===== src/rtl/dcfifo_s_reader_if.sv =====
// dcfifo_s_reader_if: FIFO read-port signals plus the valid/ready output stream.
// The slave modport is the reader's view; the master modport drives the reader.
interface dcfifo_s_reader_if #(
   parameter int WIDTH = 20
);
   logic             rdempty;
   logic [WIDTH-1:0] q;
   logic             rdreq;
   logic             out_valid;
   logic             out_ready;
   logic [WIDTH-1:0] out_data;

   modport master (
      output rdempty,
      output q,
      input  rdreq,
      input  out_valid,
      output out_ready,
      input  out_data
   );

   modport slave (
      input  rdempty,
      input  q,
      output rdreq,
      output out_valid,
      input  out_ready,
      output out_data
   );
endinterface


===== src/rtl/dcfifo_s_reader.sv =====
// dcfifo_s_reader: read-side adapter for a normal-mode dcfifo_s, entirely in the rdclk domain.
// Optional macro DCFIFO_S_READER_CNT_EN adds words_out, a wrapping count of accepted words.
module dcfifo_s_reader #(
   parameter int WIDTH      = 20,
   parameter int RD_LATENCY = 1
) (
   input  logic             rdclk,
   input  logic             sclr,
   dcfifo_s_reader_if.slave bus
`ifdef DCFIFO_S_READER_CNT_EN
   ,
   output logic [31:0]      words_out
`endif
);
   localparam int BUF_DEPTH = RD_LATENCY + 2;
   localparam int PTR_W     = $clog2(BUF_DEPTH);
   localparam int OCC_W     = $clog2(BUF_DEPTH + 1);
   localparam int SUM_W     = OCC_W + 1;

   localparam logic [PTR_W-1:0] PTR_LAST  = PTR_W'(BUF_DEPTH - 1);
   localparam logic [PTR_W-1:0] PTR_ZERO  = {PTR_W{1'b0}};
   localparam logic [OCC_W-1:0] OCC_ZERO  = {OCC_W{1'b0}};
   localparam logic [OCC_W-1:0] OCC_ONE   = OCC_W'(1);
   localparam logic [SUM_W-1:0] DEPTH_SUM = SUM_W'(BUF_DEPTH);

   // Pointers wrap at BUF_DEPTH, which is generally not a power of two.
   function automatic logic [PTR_W-1:0] ptr_inc(input logic [PTR_W-1:0] p);
      logic [PTR_W-1:0] r;
      if (p == PTR_LAST) begin
         r = PTR_ZERO;
      end else begin
         r = p + PTR_W'(1);
      end
      return r;
   endfunction

   function automatic logic [SUM_W-1:0] popcount(input logic [RD_LATENCY-1:0] v);
      logic [SUM_W-1:0] n;
      n = {SUM_W{1'b0}};
      for (int i = 0; i < RD_LATENCY; i++) begin
         n = n + SUM_W'(v[i]);
      end
      return n;
   endfunction

   logic [WIDTH-1:0]      mem_q [BUF_DEPTH];
   logic [OCC_W-1:0]      occ_q, occ_d;
   logic [RD_LATENCY-1:0] inflight_q, inflight_d;
   logic [PTR_W-1:0]      rd_ptr_q, rd_ptr_d;
   logic [PTR_W-1:0]      wr_ptr_q, wr_ptr_d;
   logic                  out_valid_q, out_valid_d;
   logic [WIDTH-1:0]      out_data_q, out_data_d;

   logic                  capture_s;
   logic                  pop_s;
   logic                  rdreq_s;

   // Credit check uses registered state only; a same-cycle pop is deliberately not credited.
   assign capture_s = inflight_q[RD_LATENCY-1];
   assign pop_s     = out_valid_q & bus.out_ready;
   assign rdreq_s   = ~sclr & ~bus.rdempty &
                      ((SUM_W'(occ_q) + popcount(inflight_q)) < DEPTH_SUM);

   // Next-state for pointers, occupancy, in-flight tracking and the registered head.
   always_comb begin
      inflight_d    = {RD_LATENCY{1'b0}};
      inflight_d[0] = rdreq_s;
      for (int i = 1; i < RD_LATENCY; i++) begin
         inflight_d[i] = inflight_q[i-1];
      end

      if (capture_s) begin
         wr_ptr_d = ptr_inc(wr_ptr_q);
      end else begin
         wr_ptr_d = wr_ptr_q;
      end

      if (pop_s) begin
         rd_ptr_d = ptr_inc(rd_ptr_q);
      end else begin
         rd_ptr_d = rd_ptr_q;
      end

      case ({capture_s, pop_s})
         2'b10:   occ_d = occ_q + OCC_ONE;
         2'b01:   occ_d = occ_q - OCC_ONE;
         default: occ_d = occ_q;
      endcase

      out_valid_d = (occ_d != OCC_ZERO);

      // A word written this cycle into the next head slot must reach out_data next cycle.
      if (capture_s && (wr_ptr_q == rd_ptr_d)) begin
         out_data_d = bus.q;
      end else begin
         out_data_d = mem_q[rd_ptr_d];
      end
   end

   // State registers with synchronous clear.
   always_ff @(posedge rdclk) begin
      if (sclr) begin
         occ_q       <= OCC_ZERO;
         inflight_q  <= {RD_LATENCY{1'b0}};
         rd_ptr_q    <= PTR_ZERO;
         wr_ptr_q    <= PTR_ZERO;
         out_valid_q <= 1'b0;
         out_data_q  <= {WIDTH{1'b0}};
         for (int i = 0; i < BUF_DEPTH; i++) begin
            mem_q[i] <= {WIDTH{1'b0}};
         end
      end else begin
         occ_q       <= occ_d;
         inflight_q  <= inflight_d;
         rd_ptr_q    <= rd_ptr_d;
         wr_ptr_q    <= wr_ptr_d;
         out_valid_q <= out_valid_d;
         out_data_q  <= out_data_d;
         if (capture_s) begin
            mem_q[wr_ptr_q] <= bus.q;
         end
      end
   end

   assign bus.rdreq     = rdreq_s;
   assign bus.out_valid = out_valid_q;
   assign bus.out_data  = out_data_q;

`ifdef DCFIFO_S_READER_CNT_EN
   logic [31:0] words_q;

   // Accepted-word counter; wraps naturally at 32 bits.
   always_ff @(posedge rdclk) begin
      if (sclr) begin
         words_q <= 32'h0000_0000;
      end else if (pop_s) begin
         words_q <= words_q + 32'h0000_0001;
      end
   end

   assign words_out = words_q;
`endif
endmodule

===== src/flat_wrapper.sv =====
// flat-port wrapper written by rule: the top's interface ports become plain ports
module dcfifo_s_reader_flat 
#(
   parameter int WIDTH      = 20,
   parameter int RD_LATENCY = 1
)
  (rdclk, sclr, bus_rdempty, bus_q, bus_rdreq, bus_out_valid, bus_out_ready, bus_out_data);
  dcfifo_s_reader_if #(.WIDTH(WIDTH)) bus_i ();
  input  logic rdclk;
  input  logic sclr;
  input wire logic [$bits(bus_i.rdempty)-1:0] bus_rdempty;
  input wire logic [$bits(bus_i.q)-1:0] bus_q;
  output wire logic [$bits(bus_i.rdreq)-1:0] bus_rdreq;
  output wire logic [$bits(bus_i.out_valid)-1:0] bus_out_valid;
  input wire logic [$bits(bus_i.out_ready)-1:0] bus_out_ready;
  output wire logic [$bits(bus_i.out_data)-1:0] bus_out_data;
  assign bus_i.rdempty = bus_rdempty;
  assign bus_i.q = bus_q;
  assign bus_rdreq = bus_i.rdreq;
  assign bus_out_valid = bus_i.out_valid;
  assign bus_i.out_ready = bus_out_ready;
  assign bus_out_data = bus_i.out_data;
  dcfifo_s_reader #(.WIDTH(WIDTH), .RD_LATENCY(RD_LATENCY)) u_core (.rdclk(rdclk), .sclr(sclr), .bus(bus_i));
endmodule

===== config.mk =====
export PLATFORM = sky130hd
export DESIGN_NAME = dcfifo_s_reader_flat
export DESIGN_NICKNAME = d
export VERILOG_FILES = /design/src/rtl/dcfifo_s_reader_if.sv /design/src/rtl/dcfifo_s_reader.sv /design/src/flat_wrapper.sv
export SDC_FILE = /design/constraint.sdc
export NUM_CORES = 1
export LEC_CHECK = 0
export ABC_AREA = 0
export CAP_MARGIN = 20
export CORE_UTILIZATION = 63
export CTS_CLUSTER_DIAMETER = 80
export DETAILED_ROUTE_END_ITERATION = 7
export DONT_BUFFER_PORTS = 1
export PLACE_DENSITY = 0.79
export SYNTH_ARGS = -nofsm -noshare
export SYNTH_HDL_FRONTEND = slang
export SYNTH_SLANG_ARGS = --single-unit

===== constraint.sdc =====
create_clock -name rdclk -period 3.46 [get_ports rdclk]
set_input_delay 0.692 -clock rdclk [delete_from_list [all_inputs] [get_ports rdclk]]
set_output_delay 0.692 -clock rdclk [all_outputs]
set_load 0.02 [all_outputs]

==> After elaboration in Yosys (flattened, before gate mapping) <==
Memories as Yosys holds them, arrays and structs flattened. A register that Yosys moved wholly into a read port is not among the register bits.
Index checks and enable logic that the tools add are counted.
{ "op_classes": {"n_mul": 0, "add_sub_neg": 5, "n_shift": 0, "bitwise_logic": 5, "eq_ne": 4, "div_mod_pow": 0, "magnitude_cmp": 1, "reduce_logical": 2, "mux": 12} }
{ "ops": {"columns": ["op", "count"], "rows": [
  ["2-to-1 mux 20 bit", 1],
  ["OR reduction 20 bit", 1],
  ["2-to-1 mux 2 bit", 4],
  ["adder 2 x 1 -> 2 bit, second input constant", 3],
  ["== test 2 bit, second input constant", 3],
  ["2-to-1 mux 1 bit", 6],
  ["one-hot mux 2 bit (2 select lines)", 1],
  ["adder 2 x 1 -> 3 bit", 1],
  ["bitwise AND 1 bit", 3],
  ["less-than comparator 3 x 2 -> 1 bit, second input constant", 1],
  ["== test 2 x 1 -> 1 bit, second input constant", 1],
  ["inverter 1 bit", 2],
  ["nonzero test 2 bit", 1],
  ["subtractor 2 x 1 -> 2 bit, second input constant", 1]
]} }
{ "totals": {"register_bits": 8, "latchBits": 0, "out_inout_bits": 22, "n_memories": 1, "ramBits": 60, "romBits": 0} }
{ "mem_list": {"columns": ["memory", "words", "word_bits", "rd", "rd_clocked_by_memory_dff", "write_ports", "line", "text"], "rows": [
  ["u_core.mem_q", 3, 20, 1, 1, 3, "dcfifo_s_reader.sv:46", "logic [WIDTH-1:0] mem_q [BUF_DEPTH];"]
]} }

==> Longest topological paths before layout <==
{ "logic_depth": {"depth_word": 5, "mapped_depth": 6, "ltp_nobuf": 6} }

==> Worst setup path before layout <==
Ideal clock, no wire load.
{ "synth_timing": {"path_kind": "input -> register", "from": "input sclr", "to": "memory u_core.mem_q[1][0] (enable)", "setup_ns": 0.401, "stages": 5, "path_buffers": 2, "setup_slack_ns": 0.814, "arrival_time_ns": 2.245, "required_time_ns": 3.059, "cell_sequence": "clkbuf_1 -> nor2_1 -> nand2_1 -> clkbuf_1 -> o21bai_1"} }
{ "synth_rtl": {"columns": ["item", "line", "text"], "rows": [
  ["start, declared", "flat_wrapper.sv:10", "input logic sclr;"],
  ["end, declared", "dcfifo_s_reader.sv:46", null]
]} }

==> Worst setup path in the final report <==
{ "layout_timing": {"from": "register u_core.occ_q[0]", "to": "output bus_rdreq"} }
{ "layout_via": {"elab_chain_len": 3} }
{ "layout_rtl": {"columns": ["item", "line", "text"], "rows": [
  ["start, declared", "dcfifo_s_reader.sv:47", "logic [OCC_W-1:0] occ_q, occ_d;"],
  ["start signal, assigned", "dcfifo_s_reader.sv:103", "occ_q <= OCC_ZERO;"],
  ["start signal, assigned", "dcfifo_s_reader.sv:113", "occ_q <= occ_d;"],
  ["adder 2 x 1 -> 3 bit", "dcfifo_s_reader.sv:62", "((SUM_W'(occ_q) + popcount(inflight_q)) < DEPTH_SUM);"],
  ["less-than comparator 3 x 2 -> 1 bit", "dcfifo_s_reader.sv:62", null],
  ["bitwise AND 1 bit", "dcfifo_s_reader.sv:61", "assign rdreq_s = ~sclr & ~bus.rdempty &"],
  ["end, declared", "flat_wrapper.sv:13", "output wire logic [$bits(bus_i.rdreq)-1:0] bus_rdreq;"]
]} }
Every way passes these cells.

==> out/metrics.cfg <==
[floorplanning]
initial_core_util=0.666
rows=31
die_width_um=90.2
dieArea_um2=8140
io_pins=46
fp.dieH_um=90.2
core_area_um2=7370

[clocking]
clock_sinks=108
holdBufCountCts=0
ctsResizeCount=0
root_buffer=clkbuf_8
cts-buffers-inserted=9
cts_tree=built
path_clk_slew_ns=0.10
clockBufferDepth=2
cts_max_level=3
clk_latency_ns=0.38
cts_setup_buffers=0

[critical_path]
cp_max_fo=3
timing.critical_path.mode_cell=ha_1
crit_required_ns=2.77
worstSetupPathType=reg -> out
worst-path-buf-inv=1
path_delay_family=adder cells
slowest_delay_ns=0.40
end_kind=output port
path_depth=4
timing.critical_path.from_type=flop
cp_slowest_cell=a2111oi_1
worstPathCellList=ha_1 -> ha_1 -> a2111oi_1 -> buf_4
rr_worst_depth=5
worst_ep_arrival_time_ns=1.81

[logic_synthesis]
synthCells=379
yosys.area.top_type=edfxtp_1
synth_seq_cells=108
synth_fp_nets=406
ys_types=38
seq_area_frac_synth=0.604
ys.warnings.count=0
syn_area_um2=4900
synth_top_cell_area_share=0.490
avgSynthCellArea_um2=12.9
synth.area.top_cells=edfxtp_1 49%, dfxtp_1 11%, mux4_2 8.7%, inv_1 7.9%, o32ai_2 6.6%

[worst_hold_path]
holdPathStages=1
hold_class=in -> reg

[final_layout]
multi_input_area_um2=1440
drive_gt1_frac=0.189
n_fill_cell=512
final_common_cell=inv_1
most-common-layout-cells=103 x inv_1, 80 x edfxtp_1, 28 x dfxtp_1
insertedDiodeCount=0
fin_nets=403
seqCellArea_um2=2960
area_growth_pct=6.20

[global_routing]
overflow=0
grt_pass1_wl_um=15100
grt_max_degree=40
antenna_found_initial=0
grt_use_total=0.252
grt_pass1_vias=2953

[drt]
routed-wl-met2_um=4720
wl_met1_um=3620
drt_iter0_markers=288
wl_per_cell_um=19.6
via_per_inst=5.96
via_count=2862
routed_wl_um=9410
met3_length_um=826
drtPass1Iterations=4
highest_layer=met4
antenna_left=0
drc=0

[run_status]
status=finished clean

[place]
io_buffers=0
globalplace.congestion=0.779
dpl.hpwl_um=5580
pre_cts_ws_ns=0.934

[pwr]
leakage_nw=2.06
powerDensity_nw_per_um2=561
vdd_drop_max_mv=0.452

[sta]
fmax_ghz=0.400
slew_violations=0
rsz0062_at_grt=false
setup_viol=0
hold_viol=0
worst_slack_ns=0.960
min_period_ns=2.50
fin_setup_tns_ns=0
max_slew_margin=0.339
fin_crit_sh=0.723
tightest_slew_ns=0.991
fin_skew_ns=0.0124

[job]
maxCapViolations=0

synth_stat cells (all sizes together):
| cell type | number |
|---|---|
| clkbuf | 19 |
| or2 | 2 |
| and4b | 1 |
| a21boi | 2 |
| a2111oi | 2 |
| nor2 | 7 |
| a31oi | 1 |
| or3 | 3 |
| a221o | 1 |
| xor2 | 1 |
| dfxtp | 28 |
| mux4 | 20 |
| edfxtp | 80 |
| and3 | 2 |
| xnor2 | 1 |
| nand2 | 2 |
| o32ai | 20 |
| o21bai | 1 |
| inv | 103 |
| nor4 | 20 |
| a221oi | 1 |
| and4bb | 1 |
| ha | 3 |
| o21ai | 3 |
| nor2b | 1 |
| a21o | 1 |
| nand2b | 1 |
| a21oi | 3 |
| and2 | 20 |
| buf | 7 |
| nor3 | 22 |
state kept, by name, summed over array words and instances, names as in the netlist:
register and cells:
u_core.bus.out_data 20, u_core.occ_q 2, u_core.capture_s 1, u_core.bus.out_valid 1, u_core.wr_ptr_q 2, u_core.mem_q 80, u_core.rd_ptr_q 2
routing by layer:
metal,vias up,global-route usage
met3,24,0.0541
met5,-,0
li1,1314,-
met1,1393,0.317
met2,131,0.414
met4,0,0.126
per-stage QoR:
stage | area [µm²] | hold slack [ns] | total power (W) | util | std cells
2_1_floorplan | 4900 | 0.499 | 0.00208 | - | 379
3_3_place_gp | 5010 | 0.515 | 0.00216 | 0.679 | 464
3_5_place_dp | 5010 | 0.530 | 0.00218 | 0.679 | 464
4_1_cts | 5210 | 0.367 | 0.00294 | 0.707 | 480
5_1_grt | 5210 | 0.368 | 0.00304 | 0.707 | 480
6_report | 5210 | 0.379 | 0.00292 | 0.707 | 480
area by class of cell:
| cell class | count | share of cell area |
|---|---|---|
| Tap cell | 99 | 0.0238 |
| Sequential cell | 108 | 0.569 |
| Clock inverter | 6 | 0.0123 |
| Timing Repair Buffer | 12 | 0.0173 |
| Multi-Input combinational cell | 142 | 0.277 |
| Clock buffer | 10 | 0.0264 |
| Inverter | 103 | 0.0742 |
logic make-up (layout without fill, tap and decap cells):
logic type      count (synthesis)  in the layout  share of synthesized area
compound gates                 35             35                     0.0885
xor+xnor                        2              2                    0.00357
fa+ha+maj                       3              3                    0.00765
buf+inv                       129            131                      0.105
flops                         108            108                      0.604
mux                            20             20                     0.0926
simple gates                   82             82                     0.0987
final timing paths:
| path | startpoint | end | slack [ns] |
|---|---|---|---|
| setup reg to reg | u_core.bus.out_valid$_SDFF_PP0_ | u_core.bus.out_data[3]$_SDFF_PP0_ | 1.10 |
| hold / removal | sclr | u_core.occ_q[1]$_SDFF_PP0_ | 0.38 |
| hold reg to reg | u_core.occ_q[1]$_SDFF_PP0_ | u_core.occ_q[1]$_SDFF_PP0_ | 0.54 |
| setup / recovery | u_core.occ_q[0]$_SDFF_PP0_ | bus_rdreq | 0.96 |
where the power goes:
| part | leakage (nW) | total, W | internal [W] | switching [W] |
|---|---|---|---|---|
| Combinational | 0.922 | 0.000527 | 0.000257 | 0.000269 |
| Clock | 0.0999 | 0.000781 | 0.000353 | 0.000428 |
| Sequential | 1.04 | 0.00162 | 0.00150 | 0.000118 |
Power figures use the tool's default switching activity.
